==> src/rtl/rob_pkg.sv <==
`default_nettype none
// ============================================================================
//  Module      : rob_pkg
//  Description : Shared constants and entry record for the reorder buffer.
//                ROB_DEPTH entries addressed by TAG_W-bit tags; tags at or
//                above ROB_DEPTH (notably TAG_INVALID) never name an entry.
//  Revision    : 1.0 - initial release
// ============================================================================
package rob_pkg;

    localparam int ROB_DEPTH = 8;
    localparam int TAG_W     = 4;
    localparam int PTR_W     = $clog2(ROB_DEPTH);
    localparam int CNT_W     = PTR_W + 1;
    localparam int OP_W      = 4;

    localparam logic [TAG_W-1:0] TAG_INVALID = 4'hF;

    typedef struct packed {
        logic            busy;
        logic            ready;
        logic [4:0]      rd;
        logic [OP_W-1:0] op;
        logic [31:0]     val;
    } rob_entry_t;

endpackage
`default_nettype wire

==> src/rtl/rob.sv <==
`default_nettype none
// ============================================================================
//  Module      : rob
//  Description : 8-entry in-order-retire reorder buffer. One allocation and
//                one commit per cycle, results written back over the CDB,
//                synchronous flush squashes everything.
//  Ports       : clk, rst            - clock, synchronous active-high reset
//                flush               - squash all entries
//                alloc_req/rd/op     - allocation request from ID
//                avail_tag, full     - tag for next allocation, no space
//                cdb_valid/tag/val   - execution result broadcast
//                commit_valid/tag/rd/val - registered in-order retirement
//                q_tag/q_ready/q_val - operand forwarding queries
//                                      (only when ROB_FWD_EN is defined)
//  Config      : ROB_FWD_EN - adds two combinational forwarding query ports.
//  Revision    : 1.0 - initial release
// ============================================================================
module rob
    import rob_pkg::*;
(
    input  logic             clk,
    input  logic             rst,
    input  logic             flush,
    input  logic             alloc_req,
    input  logic [4:0]       alloc_rd,
    input  logic [OP_W-1:0]  alloc_op,
    output logic [TAG_W-1:0] avail_tag,
    output logic             full,
    input  logic             cdb_valid,
    input  logic [TAG_W-1:0] cdb_tag,
    input  logic [31:0]      cdb_val,
    output logic             commit_valid,
    output logic [TAG_W-1:0] commit_tag,
    output logic [4:0]       commit_rd,
    output logic [31:0]      commit_val
`ifdef ROB_FWD_EN
    ,
    input  logic [TAG_W-1:0] q_tag   [1:2],
    output logic             q_ready [1:2],
    output logic [31:0]      q_val   [1:2]
`endif
);

    localparam logic [TAG_W-1:0] c_depth_tag = TAG_W'(ROB_DEPTH);
    localparam logic [CNT_W-1:0] c_depth_cnt = CNT_W'(ROB_DEPTH);

    rob_entry_t       r_entries [ROB_DEPTH];
    logic [PTR_W-1:0] r_head;
    logic [PTR_W-1:0] r_tail;
    logic [CNT_W-1:0] r_count;

    logic             r_commit_valid;
    logic [TAG_W-1:0] r_commit_tag;
    logic [4:0]       r_commit_rd;
    logic [31:0]      r_commit_val;

    logic             w_full;
    logic             w_alloc;
    logic             w_commit;
    logic             w_cdb_hit;
    rob_entry_t       w_head_entry;
    logic             w_unused_op;

    // Full is taken from the pre-edge count, so a commit on the same edge
    // never makes room for an allocation on that edge.
    assign w_full       = (r_count == c_depth_cnt);
    assign w_head_entry = r_entries[r_head];

    assign w_alloc   = alloc_req && !w_full && !flush;
    assign w_commit  = w_head_entry.busy && w_head_entry.ready && !flush;
    // Tags outside the entry range (TAG_INVALID included) never match.
    assign w_cdb_hit = cdb_valid && (cdb_tag < c_depth_tag)
                       && r_entries[cdb_tag[PTR_W-1:0]].busy;

    // The op field is carried for downstream consumers only.
    assign w_unused_op = ^w_head_entry.op;

    assign avail_tag    = TAG_W'(r_tail);
    assign full         = w_full;
    assign commit_valid = r_commit_valid;
    assign commit_tag   = r_commit_tag;
    assign commit_rd    = r_commit_rd;
    assign commit_val   = r_commit_val;

    // Pointers, occupancy and the registered commit port.
    always_ff @(posedge clk) begin
        if (rst) begin
            r_head         <= '0;
            r_tail         <= '0;
            r_count        <= '0;
            r_commit_valid <= 1'b0;
            r_commit_tag   <= TAG_INVALID;
            r_commit_rd    <= '0;
            r_commit_val   <= '0;
        end else if (flush) begin
            r_head         <= '0;
            r_tail         <= '0;
            r_count        <= '0;
            r_commit_valid <= 1'b0;
        end else begin
            if (w_alloc) begin
                r_tail <= r_tail + PTR_W'(1);
            end
            if (w_commit) begin
                r_head         <= r_head + PTR_W'(1);
                r_commit_valid <= 1'b1;
                r_commit_tag   <= TAG_W'(r_head);
                r_commit_rd    <= w_head_entry.rd;
                r_commit_val   <= w_head_entry.val;
            end else begin
                r_commit_valid <= 1'b0;
            end
            case ({w_alloc, w_commit})
                2'b10:   r_count <= r_count + CNT_W'(1);
                2'b01:   r_count <= r_count - CNT_W'(1);
                default: r_count <= r_count;
            endcase
        end
    end

    // Entry array. Allocation targets the tail, which is never busy when an
    // allocation is accepted, so it cannot collide with a CDB write or the
    // head being retired.
    always_ff @(posedge clk) begin
        if (rst || flush) begin
            for (int i = 0; i < ROB_DEPTH; i++) begin
                r_entries[i] <= '0;
            end
        end else begin
            if (w_alloc) begin
                r_entries[r_tail].busy  <= 1'b1;
                r_entries[r_tail].ready <= 1'b0;
                r_entries[r_tail].rd    <= alloc_rd;
                r_entries[r_tail].op    <= alloc_op;
                r_entries[r_tail].val   <= '0;
            end
            if (w_cdb_hit) begin
                r_entries[cdb_tag[PTR_W-1:0]].ready <= 1'b1;
                r_entries[cdb_tag[PTR_W-1:0]].val   <= cdb_val;
            end
            if (w_commit) begin
                r_entries[r_head].busy <= 1'b0;
            end
        end
    end

`ifdef ROB_FWD_EN
    rob_entry_t w_q_entry [1:2];

    // A result on the CDB this cycle is forwarded ahead of the stored copy.
    always_comb begin
        for (int i = 1; i <= 2; i++) begin
            w_q_entry[i] = r_entries[q_tag[i][PTR_W-1:0]];
            q_ready[i]   = 1'b0;
            q_val[i]     = '0;
            if (q_tag[i] < c_depth_tag) begin
                if (cdb_valid && (cdb_tag == q_tag[i])) begin
                    q_ready[i] = 1'b1;
                    q_val[i]   = cdb_val;
                end else if (w_q_entry[i].busy && w_q_entry[i].ready) begin
                    q_ready[i] = 1'b1;
                    q_val[i]   = w_q_entry[i].val;
                end
            end
        end
    end
`endif

endmodule
`default_nettype wire

==> config.mk <==
export PLATFORM = sky130hd
export DESIGN_NAME = rob
export DESIGN_NICKNAME = d
export VERILOG_FILES = /design/src/rtl/rob_pkg.sv /design/src/rtl/rob.sv
export SDC_FILE = /design/constraint.sdc
export NUM_CORES = 1
export LEC_CHECK = 0
export CORE_MARGIN = 2
export CORE_UTILIZATION = 45
export DETAILED_ROUTE_END_ITERATION = 8
export PLACE_DENSITY = 0.59
export SLEW_MARGIN = 30
export SYNTH_ARGS = -nofsm -noshare
export SYNTH_HDL_FRONTEND = slang
export SYNTH_SLANG_ARGS = --single-unit
export TNS_END_PERCENT = 50
==> constraint.sdc <==
create_clock -name clk -period 4.08 [get_ports clk]
set_clock_uncertainty 0.05 [all_clocks]
set_input_delay 1.224 -clock clk [delete_from_list [all_inputs] [get_ports clk]]
set_output_delay 1.224 -clock clk [all_outputs]
set_load 0.05 [all_outputs]
Word level (Yosys, flattened, before mapping)
Memory sizes are Yosys's and may differ from the RTL's. A register that Yosys moved wholly into a read port is not among the register bits.
Cells that the tools add are included.
- eq/ne operators: 3
- $lt $le $gt $ge: 1
- reduce and logical (&&, ||, !) cells: 15
- $add $sub $neg: 4
- mux-type cells: 23
- bitwise operators: 1
- operator list (kind ; number):
    $mux W43 ; 3
    $reduce_or A43 Y1 ; 3
    $mux W3 ; 5
    $mux W1 ; 12
    $pmux W4 S2 ; 1
    $add A3 B1 Y3 const B ; 2
    $logic_and A1 B1 Y1 ; 6
    $add A4 B1 Y4 const B ; 1
    $eq A4 B4 Y1 const B ; 1
    $lt A4 B4 Y1 const B ; 1
    $mux W2 ; 2
    $sub A4 B1 Y4 const B ; 1
    $eq A2 B1 Y1 const B ; 1
    $eq A2 B2 Y1 const B ; 1
    $logic_not A1 Y1 ; 2
    $reduce_and A2 Y1 ; 1
    $reduce_bool A2 Y1 ; 1
    $reduce_or A2 Y1 ; 1
    $logic_or A1 B1 Y1 ; 1
    $not A1 Y1 ; 1
- input bits: 50
- memories: 1
- flip-flop bits (word level): 52
- output and inout port bits: 47
- bits in writable memories: 344
- memories (memory ; words ; bits a word ; read ports ; clocked after memory_dff ; wr ports ; RTL line ; text):
    r_entries ; 8 ; 43 ; 2 ; 1 ; 8 ; rob.sv:47 ; rob_entry_t r_entries [ROB_DEPTH];

Depth between registers and ports, before layout
Gate-level depths: netlist (run 1).
- depth after elaboration: 9
- mapped depth: 13

Worst setup path before layout (run 1)
Ideal clock, no wire load.
- path type: in2reg
- start: in rst
- end: mem r_entries[0][0] (netlist bit) (enable)
- data required time: 3.636 ns
- stages: 7
- buffers on the path: 3
- setup slack: 0.542 ns
- setup time: 0.394 ns
- arrival: 3.094 ns
- cell sequence: buf_6 -> or2_1 -> buf_2 -> nor4b_4 -> and3_1 -> buf_4 -> nand2b_1
- RTL lines (item ; RTL line ; text):
    start, declared ; rob.sv:22 ; input logic rst,
    end, declared ; rob.sv:47 ;

Worst setup path after layout (run 1)
- start: reg r_count[0]
- end: out full
- word-level cells in the longest chain between the ends: 1
- RTL lines (item ; RTL line ; text):
    start, declared ; rob.sv:50 ; logic [CNT_W-1:0] r_count;
    start signal, assigned ; rob.sv:114 ; 2'b10: r_count <= r_count + CNT_W'(1);
    start signal, assigned ; rob.sv:115 ; 2'b01: r_count <= r_count - CNT_W'(1);
    start signal, assigned ; rob.sv:116 ; default: r_count <= r_count;
    $eq A4 B4 Y1 ; rob.sv:66 ; assign w_full = (r_count == c_depth_cnt);
    end, declared ; rob.sv:28 ; output logic full,
No other way between the ends.

==> run_results.csv, run 1 <==
group,metric,value,unit
final_layout,final_nets,1229,
clock_network,h-tree-depth,2,
synth,synth_top_area_share,54.8,%
grt,grt_pass1_vias,9443,
power,p_total,8080,uW
floorplan,ios,97,
route,routed_wl,37100,um
final_layout,drive_gt1_share,18.5,%
synth,ys_ff_latch,367,
clock_network,postCtsResizedCells,0,
timing,finalSetupViolCount,0,
route,via_per_inst,5.36,
min_path,hp-class,"flop to flop",
worst_setup_path,arrival,2.09,ns
floorplan,rows,69,
worst_setup_path,path_cells,"nor4b_2 -> clkdlybuf4s50_1",
worst_setup_path,cp-startpoint,"r_count[0]",
worst_setup_path,r2r_end,"r_count[3]",
grt,gr-total-overflow,0,
job,cap_violations,0,
worst_setup_path,worst_r2r_path_depth,9,
timing,tightest_slew,0.884,ns
final_layout,area_growth_syn_to_layout,16.6,%
clock_network,cts.sinks,367,
timing,period_minus_slack,3.36,ns
outcome,status,"complete, no violations",
worst_setup_path,reg2reg_slack,1.10,ns
synth,synthTopCellsByCount,"and2_1, edfxtp_1, mux4_2",
synth,synth-main-ff-cell,"edfxtp_1",
worst_setup_path,crit_path_end_kind,"output port",
timing,fmax,298,MHz
synth,synth-edff-count,296,
synth,yosys.area.top_type,"edfxtp_1",
synth,syn-num-nets,1131,
grt,grt_pass1_wl,57200,um
grt,grt_max_degree,60,
synth,synth.area.top_cells,"edfxtp_1, and2_1, mux4_2",
floorplan,core_area,35600,um^2
clock_network,clockBufferDepth,3,
synth,syn_avg_cell_area,15.1,um^2
timing,max_slew_margin,41.1,%
floorplan,die_h,194,um
power,ir_drop,0.306,mV
worst_setup_path,worstSetupEndpoint,"full",
synth,synthCells,1075,
timing,rsz0062_at_grt,"false",
clock_network,cts.clk_slew.worst_paths,0.06,ns
synth,ys_seq_area_share,63.5,%
floorplan,die_area,37600,um^2
power,power.leakage,0.00709,uW
timing,hold_violations,0,
clock_network,cts_hold_buf,0,
timing,finalCritPeriodShare,82.3,%
synth,synth.most_common_cell,"and2_1",
floorplan,start_util,45.6,%
clock_network,postCtsSetupBuffers,0,
worst_setup_path,worst-path-max-fanout,4,
worst_setup_path,critPathMaxStageDelay,0.86,ns
route,ant_nets,0,
worst_setup_path,critPathSlowestCell,"clkdlybuf4s50_1",
route,vias,8929,
timing,slew_violations,0,
worst_setup_path,worst-setup-path-type,"flop to output port",
clock_network,cts_tree,"done",
floorplan,die_width,194,um
power,power_density,427,nW/um^2
route,drc,0,
grt,grt_usage,20.1,%
route,drt_iter0_drc,581,
worst_setup_path,cp.required,2.81,ns
grt,antenna_found_initial,1,
synth,synth_cell_types,50,
worst_setup_path,start_kind,"flop",
synth,async_reset_ff_share,0,%
clock_network,cts-root-buf,"clkbuf_16",
synth,synth_warnings,0,
synth,synth_area,16200,um^2
clock_network,cts_buffers,40,
placement,port_buffers,91,
placement,gp_congestion,0.786,
clock_network,worstSkewPairLatency,0.53,ns
placement,hpwl,20700,um
timing,timing.setup.tns,0,ns
route,first_pass_iters,5,
route,wl_per_cell,22.2,um
## layout by cell type (no fill, tap or decap), types with 3 or more instances in the layout
master	synthesis	final
nor2_1	55	55
nand2b_1	10	4
clkbuf_16	0	42
nand2b_2	0	6
o21ai_0	6	6
mux2_2	37	37
nor3_1	10	10
clkdlybuf4s50_1	0	90
nand2_1	15	15
buf_12	3	7
and2_1	298	298
mux2i_1	38	38
ha_1	5	5
a211oi_1	5	5
a21o_1	9	9
clkbuf_8	0	7
edfxtp_1	296	296
a31oi_1	7	7
inv_1	13	13
clkbuf_1	27	14
xnor2_1	3	3
clkinv_2	0	7
dfxtp_1	71	68
and3_1	8	8
mux4_2	76	76
a21oi_1	14	14
nor2b_1	6	6
buf_4	6	25
## metal layers
layer	global-route usage (%)	part of all wire (%)
met5	0	0
met4	4.97	1.9
met3	2.89	3.9
met2	33.5	49
met1	27.9	46
## cells by family (layout without fill, tap and decap cells)
logic type / count (synthesis) / count (layout) / share of synthesized area [%]
buf+inv: 80 / 210 / 3.15
fa+ha+maj: 6 / 6 / 0.509
compound gates: 46 / 46 / 1.82
xor+xnor: 5 / 5 / 0.270
flops: 367 / 367 / 63.5
other cells: 1 / 2 / 0.0231
simple gates: 419 / 419 / 15.3
mux: 151 / 151 / 15.5
## critical path: cells and delay by family, from the launching register on
kind                   cells  cell delay, ns
buffers and inverters      1            0.86
flip-flops                 1            0.35
AND/OR/NAND/NOR            1            0.36
## through the flow
| stage | utilization (%) | hold WS, ns | std cells | area [um^2] | setup slack [ns] |
|---|---|---|---|---|---|
| 4_1_cts | 53.2 | 0.406 | 1666 | 18900 | 0.675 |
| 5_1_grt | 53.2 | 0.413 | 1667 | 18900 | 0.620 |
| 3_5_place_dp | 49.5 | 0.393 | 1592 | 17600 | 0.392 |
| 6_report | 53.2 | 0.403 | 1667 | 18900 | 0.720 |
| 2_1_floorplan | - | 0.376 | 1075 | 16200 | 0.542 |
| 3_3_place_gp | 49.5 | 0.386 | 1592 | 17600 | 0.392 |
## where the power goes
part           switching [uW]  internal, uW  leakage [uW]
Sequential               34.7          4160       0.00389
Combinational             179           128       0.00255
Clock                    1430          2150      0.000649
Total                    1650          6430       0.00709
## worst min-delay path by stage
stage / start / endpoint / slack, ns / cells after the start
3_5_place_dp: r_entries[7][41] / r_entries[7][41] / 0.39 / 1
6_report: r_entries[7][41] / r_entries[7][41] / 0.40 / 1
5_1_grt: r_entries[3][41] / r_entries[3][41] / 0.41 / 1
4_1_cts: r_entries[7][41] / r_entries[7][41] / 0.41 / 1
3_3_place_gp: r_entries[7][41] / r_entries[7][41] / 0.39 / 1
2_1_floorplan: r_entries[0][41] / r_entries[0][41] / 0.38 / 1
## state kept, by name (all words and copies together), names as in the netlist, named ones only
register and cells:
r_entries 312, commit_val 32, commit_rd 5, commit_tag 4, r_count 4, r_head 3, r_tail 3, commit_valid 1
## area by class of cell
type,count,area [um^2]
Sequential cell,367,10300
Clock buffer,63,1200
Inverter,13,48.8
Multi-Input combinational cell,628,5440
Antenna cell,1,2.50
Timing Repair Buffer,123,1230
Clock inverter,11,115
Tap cell,461,577
Fill cell,3008,16600
No activity file was read; power rests on OpenSTA's default activity.
==> run 2, diff against run 1 <==
- PLACE_DENSITY: 0.59 -> 0.62
- clock period: 4.08 -> 3 ns (I/O delays scaled with it)
==> run_results.csv, run 2 (synthesized netlist as in run 1, its figures left out) <==
group,metric,value,unit
outcome,status,"complete, no violations",
final_layout,drive_gt1_share,20.6,%
timing,holdWs,0.402,ns
timing,hold_violations,0,
floorplan,die_area,37600,um^2
grt,grt_max_degree,54,
timing,rsz0062_at_grt,"false",
grt,grt_pass1_vias,9382,
clock_network,cts.sinks,367,
timing,finalCritPeriodShare,97.4,%
worst_setup_path,cp.required,2.05,ns
final_layout,layout.cells.non_filler,1699,
floorplan,start_util,45.6,%
final_layout,final_common_cell,"and2_1",
worst_setup_path,crit_path_end_kind,"output port",
worst_setup_path,r2r_end,"r_count[3]",
timing,period_minus_slack,2.92,ns
route,ant_nets,0,
timing,slew_violations,0,
worst_setup_path,critPathSlowestCell,"clkdlybuf4s50_1",
worst_setup_path,worst_r2r_path_depth,10,
route,first_pass_iters,5,
final_layout,layout_common_cells,"and2_1, edfxtp_1, clkdlybuf4s50_1",
floorplan,ios,97,
worst_setup_path,critPathMaxStageDelay,0.88,ns
clock_network,clockBufferDepth,3,
job,cap_violations,0,
placement,gp_congestion,0.776,
timing,finalSetupViolCount,0,
grt,gr-total-overflow,0,
worst_setup_path,worst-path-max-fanout,11,
final_layout,insertedDiodeCount,0,
worst_setup_path,path_cells,"clkdlybuf4s50_1",
worst_setup_path,worst-setup-path-type,"flop to output port",
clock_network,cts-root-buf,"clkbuf_16",
route,vias,8943,
clock_network,cts_tree,"done",
clock_network,worstSkewPairLatency,0.54,ns
power,power_density,581,nW/um^2
worst_setup_path,start_kind,"flop",
clock_network,cts_buffers,41,
grt,antenna_found_initial,2,
route,routed_wl,36800,um
route,via_per_inst,5.26,
timing,timing.final.ws_setup,0.0790,ns
floorplan,rows,69,
placement,port_buffers,91,
power,ir_drop,0.361,mV
power,p_total,11200,uW
worst_setup_path,crit_cells,1,
timing,fmax,342,MHz
clock_network,postCtsSetupBuffers,0,
grt,grt_usage,19.9,%
worst_setup_path,reg2reg_slack,0.41,ns
min_path,hp-class,"flop to flop",
power,power.leakage,0.00728,uW
final_layout,area_growth_syn_to_layout,18.7,%
final_layout,largest_register_ffs,312,
grt,grt_pass1_wl,56900,um
final_layout,fin_util,54.2,%
route,drc,0,
placement,dpl.cell_count,1623,
worst_setup_path,worstSetupEndpoint,"avail_tag[1]",
route,detailroute.wirelength.met3,1560,um
final_layout,top_register,"r_entries",
route,maxUsedRoutingLayer,"met5",
route,wl_per_cell,21.7,um
timing,tightest_slew,0.874,ns
worst_setup_path,cp-startpoint,"r_tail[1]",
placement,hpwl,21300,um
floorplan,core_area,35600,um^2
floorplan,die_h,194,um
worst_setup_path,arrival,1.97,ns
route,drt_iter0_drc,541,
clock_network,cts.clk_slew.worst_paths,0.06,ns
route,wl_met1,16100,um
timing,max_slew_margin,41.8,%
worst_setup_path,crit_family,"buffers and inverters",
clock_network,h-tree-depth,2,
worst_setup_path,timing.rr.start,"r_entries[7][42]",
floorplan,die_width,194,um
final_layout,final_nets,1261,
placement,dpl_worst_slack,-0.207,ns
worst_setup_path,crit_buf_inv,1,
route,wl_met2,18500,um
==> run 2: cell count changes in the layout (fill, tap and decap cells not counted), moves of 2 or more <==
| cell | delta |
|---|---|
| bufinv_16 | +2 |
| clkbuf_1 | -2 |
| buf_12 | +4 |
| buf_4 | +27 |
| inv_6 | +2 |
| clkinv_1 | +2 |
==> run 2: final cells by class <==
| cell class | instances | area, um^2 |
|---|---|---|
| fill | 2973 | 16300 |
| sequential | 367 | 10300 |
| multi-input combinational | 628 | 5450 |
| timing repair buffer | 154 | 1520 |
| clock buffer | 59 | 1150 |
| tap | 461 | 577 |
| clock inverter | 17 | 206 |
| inverter | 13 | 48.8 |
==> run 2: worst min path at each step <==
| stage | startpoint | to | slack (ns) | depth (start not counted) |
|---|---|---|---|---|
| floorplan | r_entries[0][41] | r_entries[0][41] | 0.38 | 1 |
| global placement | r_entries[1][41] | r_entries[1][41] | 0.38 | 1 |
| detailed placement | r_entries[3][41] | r_entries[3][41] | 0.39 | 1 |
| CTS | r_entries[3][41] | r_entries[3][41] | 0.40 | 1 |
| global route | r_entries[3][41] | r_entries[3][41] | 0.42 | 1 |
| finish | r_entries[1][41] | r_entries[1][41] | 0.40 | 1 |
==> run 2: report_power, final <==
group	leakage (uW)	switching [uW]	total, uW	internal [uW]
combinational	0.00273	250	438	188
sequential	0.00389	44.1	5690	5650
clock	0.000666	2010	5050	3040
total	0.00728	2310	11200	8880
==> run 2: stage by stage <==
step / cell area, um^2 / TNS (ns)
finish: 19300 / 0
global route: 19300 / 0
CTS: 19300 / 0
detailed placement: 17900 / -32.32
global placement: 17900 / -25.19
floorplan: 16300 / -3.25
==> run 2: layer usage <==
metal,up-vias,GRT usage [%]
met5,-,0
met1,4507,26.6
met3,54,3.30
met2,183,34.2
li1,4195,-
met4,4,4.94
==> run 2: repair_timing <==
item	4_1_cts	5_1_grt
resized for setup	1	0
hold buffers	0	0
endpoints found under the setup margin	1	0
endpoints found under the hold margin	0	0
